File: config.mk
export PLATFORM = sky130hd
export DESIGN_NAME = pwm_bank
export DESIGN_NICKNAME = d
export VERILOG_FILES = /design/src/rtl/pwm_bank.sv
export SDC_FILE = /design/constraint.sdc
export NUM_CORES = 1
export LEC_CHECK = 0
export BUFFER_PORTS_ARGS = -buffer_cell sky130_fd_sc_hd__buf_4
export CORE_ASPECT_RATIO = 1.1
export CORE_MARGIN = 2
export CORE_UTILIZATION = 61
export DETAILED_ROUTE_END_ITERATION = 12
export PLACE_DENSITY = 0.79
export SKIP_LAST_GASP = 1
export SLEW_MARGIN = 20
export SYNTH_ARGS = -nofsm -noshare
export SYNTH_HDL_FRONTEND = slang
export SYNTH_SLANG_ARGS = --single-unit
File: constraint.sdc
create_clock -name i_clk -period 5.3 [get_ports i_clk]
set_clock_uncertainty 0.05 [all_clocks]
set_input_delay 1.59 -clock i_clk [delete_from_list [all_inputs] [get_ports i_clk]]
set_output_delay 1.59 -clock i_clk [all_outputs]
set_load 0.005 [all_outputs]
File: src/rtl/pwm_bank.sv
// pwm_bank: multi-channel PWM generator driven by one shared period counter.
// Each channel has a double-buffered duty (shadow -> active) so that duty
// changes only take effect at a period boundary and never glitch an output.
// Optional build macro: PWM_PHASE_STAGGER_EN staggers each channel's phase by
// i*(PERIOD/CHANNELS) clocks, so rising edges spread across the period; each
// channel then reloads its duty at its own phase wrap.
module pwm_bank #(
  parameter int  CHANNELS = 3,
  parameter int  PERIOD   = 10000,
  parameter bit  OUT_INV  = 1'b0,
  localparam int CNT_W    = $clog2(PERIOD + 1),
  localparam int CH_W     = (CHANNELS > 1) ? $clog2(CHANNELS) : 1
) (
  input  logic                i_clk,
  input  logic                i_rst,
  input  logic                i_en,
  input  logic                i_wr_en,
  input  logic [CH_W-1:0]     i_wr_ch,
  input  logic [CNT_W-1:0]    i_wr_duty,
  output logic [CHANNELS-1:0] o_pwm_out,
  output logic                o_period_tick
);

  localparam logic [CNT_W-1:0]    LAST     = CNT_W'(PERIOD - 1);
  localparam logic [CNT_W-1:0]    PERIOD_V = CNT_W'(PERIOD);
  localparam logic [CHANNELS-1:0] IDLE     = {CHANNELS{OUT_INV}};

  logic [CNT_W-1:0]                 r_cnt;
  logic [CHANNELS-1:0][CNT_W-1:0]   r_shadow;
  logic [CHANNELS-1:0][CNT_W-1:0]   r_active;
  logic [CHANNELS-1:0]              r_pwmOut;
  logic                             r_periodTick;

  logic [CHANNELS-1:0][CNT_W-1:0]   w_shadowNext;
  logic [CHANNELS-1:0][CNT_W-1:0]   w_phase;
  logic [CHANNELS-1:0]              w_load;
  logic [CHANNELS-1:0]              w_level;
  logic [CNT_W-1:0]                 w_wrDutySat;
  logic                             w_cntWrap;

  // Duties longer than a full period are clamped to "always on".
  assign w_wrDutySat = (i_wr_duty > PERIOD_V) ? PERIOD_V : i_wr_duty;

  // The shared counter wraps only while running.
  assign w_cntWrap = i_en && (r_cnt == LAST);

  // Shadow value as it will be after this edge, so a same-cycle write is seen by the load.
  always_comb begin
    for (int i = 0; i < CHANNELS; i++) begin
      w_shadowNext[i] = r_shadow[i];
      if (i_wr_en && (int'(i_wr_ch) == i)) begin
        w_shadowNext[i] = w_wrDutySat;
      end
    end
  end

  for (genvar g = 0; g < CHANNELS; g++) begin : g_chan
`ifdef PWM_PHASE_STAGGER_EN
    localparam int               PW     = CNT_W + 1;
    localparam logic [CNT_W:0]   OFF_G  = PW'((g * (PERIOD / CHANNELS)) % PERIOD);
    localparam logic [CNT_W:0]   PER_W  = PW'(PERIOD);
    logic [CNT_W:0] w_sum;

    // Both terms are below PERIOD, so one conditional subtract gives the modulo.
    assign w_sum        = {1'b0, r_cnt} + OFF_G;
    assign w_phase[g]   = (w_sum >= PER_W) ? CNT_W'(w_sum - PER_W) : w_sum[CNT_W-1:0];
    assign w_load[g]    = i_en && (w_phase[g] == LAST);
`else
    assign w_phase[g]   = r_cnt;
    assign w_load[g]    = w_cntWrap;
`endif
    assign w_level[g]   = (w_phase[g] < r_active[g]);
  end

  // Shared period counter: held at zero while disabled, wraps at PERIOD-1.
  always_ff @(posedge i_clk or posedge i_rst) begin
    if (i_rst) begin
      r_cnt <= '0;
    end else if (!i_en || w_cntWrap) begin
      r_cnt <= '0;
    end else begin
      r_cnt <= r_cnt + CNT_W'(1);
    end
  end

  // Shadow duty registers capture host writes immediately.
  always_ff @(posedge i_clk or posedge i_rst) begin
    if (i_rst) begin
      r_shadow <= '0;
    end else begin
      r_shadow <= w_shadowNext;
    end
  end

  // Active duties follow the shadow at each channel's boundary, or continuously while disabled.
  always_ff @(posedge i_clk or posedge i_rst) begin
    if (i_rst) begin
      r_active <= '0;
    end else begin
      for (int i = 0; i < CHANNELS; i++) begin
        if (!i_en || w_load[i]) begin
          r_active[i] <= w_shadowNext[i];
        end
      end
    end
  end

  // Registered outputs: compare result one clock late, idle level while disabled.
  always_ff @(posedge i_clk or posedge i_rst) begin
    if (i_rst) begin
      r_pwmOut     <= IDLE;
      r_periodTick <= 1'b0;
    end else begin
      r_periodTick <= w_cntWrap;
      if (i_en) begin
        r_pwmOut <= w_level ^ IDLE;
      end else begin
        r_pwmOut <= IDLE;
      end
    end
  end

  assign o_pwm_out     = r_pwmOut;
  assign o_period_tick = r_periodTick;

endmodule
==> flow_summary.ini <==
[place]
post-place-ws_ns = 1.934
finalWeightedCongestion = 0.8232
place_hpwl_um = 8074
io_buffers = 23

[clock_tree]
clkSinkCount = 102
htreeDepth = 3
cts_hold_buf = 0
tritoncts = built
clkTransAtPathRegs_ns = 0.09
clk_path_buf_depth = 2
clockRootBuffer = clkbuf_8
cts_buffers = 9
postCtsSetupBuffers = 0
ctsResizeCount = 0
clk_latency_ns = 0.38

[critical_path]
crit_type = primary input to register
cp-end-kind = register
critPathArrivalTime_ns = 3.19
cp_data_required_time_ns = 5.51
worst_setup_path_start_kind = primary input
worstPathMaxFanout = 26

[cells_and_area]
diodes = 0
area_delta_synth_final_pct = 8.268
fin_nets = 588
drive_above_1_share_pct = 16.89
layout.core_utilization_pct = 67.97

[synthesis]
synth.avg_cell_area_um2 = 10.32
post_synth_fa_ha_maj_area_fraction_pct = 9.531
synth_warnings = 0
ys_seq_area_share_pct = 48.61
synth_flop_cell = dfrtp_1
synth_compound_area_share_pct = 14.75
synthMuxAreaShare_pct = 5.718
synth_edf_count = 0
syn_area_mm2 = 0.005251
synth_top_family_by_area = compound AO/OA/AOI/OAI gates
ys_types = 51
netlist_instances = 509
synth.net_count = 569
ys_ff_latch = 102
synthXorXnorAreaFrac_pct = 1.668
synth_simple_gate_area_share_pct = 13.89
synthArstFlopShare_pct = 100.0

[timing]
finalSetupViolCount = 0
min_period_over_period_pct = 56.27
tightest_slew_ns = 0.9555
finalHoldViolCount = 0
fin_crit_ns = 2.983
tns_ns = 0
rsz0062_at_grt = false
fmax_ghz = 0.3353
slew_violations = 0
setup_ws_ns = 2.317
max_slew_margin_pct = 36.11

[floorplanning]
die_width_um = 92.47
ios = 24
start_util_pct = 62.78
die_h_um = 101.3
die_area_mm2 = 0.009368
rows = 35
core_mm2 = 0.008364

[global_route]
track_usage_pct = 26.07
antenna_found_initial = 0
grt_pass1_vias = 3916
grt_max_degree = 77
gr-total-overflow = 0
grt_pass1_wl_um = 19060

[routing]
wire_per_inst_um = 17.51
routed_via_density = 5.913
wl_um = 11280
drt_iter0_drc = 228
first_pass_iters = 6
antenna_left = 0
via_count = 3808
drc = 0

[power]
vdd_drop_max_v = 0.0002038
powerDensity_mw_per_mm2 = 310.5
cellLeakagePower_nw = 2.701

[flow_run]
maxCapViolCount = 0

[outcome]
outcome = finished, final reports clean

[worst_hold_path]
min-delay-path-class = register to register
## metrics by stage
step           area (um2)  hold WS [ns]  total power [mW]  std cells
3_5_place_dp         5474        0.4138             1.270        628
5_1_grt              5685        0.4673             1.855        644
4_1_cts              5685        0.4382             1.768        644
2_1_floorplan        5251        0.3887             1.168        509
6_report             5685        0.4406             1.765        644
3_3_place_gp         5474        0.4065             1.245        628
## cells in the final DEF, fill, tap and decap left out, drive strengths merged, types with 5 or more instances in the layout
cell type,count
a211oi,5
a21oi,18
a31oi,8
buf,27
clkbuf,9
dfrtp,102
ha,40
inv,52
mux2,26
nand2,65
nand3,10
nand4,11
nor2,31
nor3,5
o211ai,16
o21a,5
o21ai,47
o221ai,5
xnor2,5
xor2,5
## cell families after synthesis
logic type               after synthesis
AO/OA/AOI/OAI                        116
XOR/XNOR                              10
adder cells (fa/ha/maj)               40
buffers and inverters                 68
flip-flops                           102
multiplexers                          26
AND/OR/NAND/NOR                      147
## registers in the layout, indices dropped and copies added, names as in the netlist
register	cells
r_shadow	42
o_period_tick	1
o_pwm_out	3
r_cnt	14
r_active	42
## area by class of cell
type / count / area, um2
Clock buffer: 9 / 123.9
Clock inverter: 7 / 87.58
Fill cell: 609 / 2679
Inverter: 49 / 186.4
Multi-Input combinational cell: 339 / 2394
Sequential cell: 102 / 2552
Tap cell: 111 / 138.9
Timing Repair Buffer: 27 / 202.7
## synthesized netlist by cell type (all sizes together) (3+ instances only)
cell type	count	share of area [%]
o21a	5	0.71
o211a	3	0.57
inv	49	3.5
buf	12	1.8
nor4b	3	0.91
nor3	5	0.48
a31oi	8	1.9
a21oi	18	1.8
a21o	3	0.43
nand2b	3	0.36
xnor2	5	0.83
o221ai	5	0.83
dfrtp	102	49
o21ai	47	4.5
and2	3	0.36
o211ai	16	2.3
mux2	26	5.7
nand4	11	1.4
ha	40	9.5
clkbuf	7	0.50
a211oi	5	0.71
nand2	65	4.8
nor2	31	2.2
nor4	3	0.36
xor2	5	0.83
nand3	10	0.95
## power breakdown
group	total (mW)	switching, mW	internal (mW)
Combinational	0.322	0.190	0.133
Sequential	0.938	0.0521	0.886
Clock	0.505	0.314	0.191
Total	1.77	0.556	1.21
## final timing paths
path	start	endpoint	slack (ns)	depth (start not counted)
min reg2reg	r_shadow[4]$_DFF_PP0_	r_shadow[4]$_DFF_PP0_	0.44	2
min	r_shadow[4]$_DFF_PP0_	r_shadow[4]$_DFF_PP0_	0.44	2
min in group asynchronous	i_rst	r_cnt[0]$_DFF_PP0_	1.36	2
max	i_wr_ch[0]	r_active[33]$_DFFE_PP0N_	2.32	5
max reg2reg	r_cnt[1]$_DFF_PP0_	r_active[19]$_DFFE_PP0N_	2.66	5
max in group asynchronous	i_rst	r_shadow[27]$_DFF_PP0_	2.96	3
## routing by layer
metal / routed length (um) / GRT usage, % / share of wire, %
met2: 5421 / 41.61 / 48
met5: 0 / 0 / 0
met3: 393 / 3.125 / 3.5
met1: 5211 / 36.86 / 46
met4: 249 / 10.68 / 2.2
## critical path, stage by stage
cell and delay [ns]:
buf_4 0.13, nand3b_1 0.72, nand2_1 0.26, o21ai_0 0.16, mux2_2 0.32
Power figures use the tool's default switching activity.
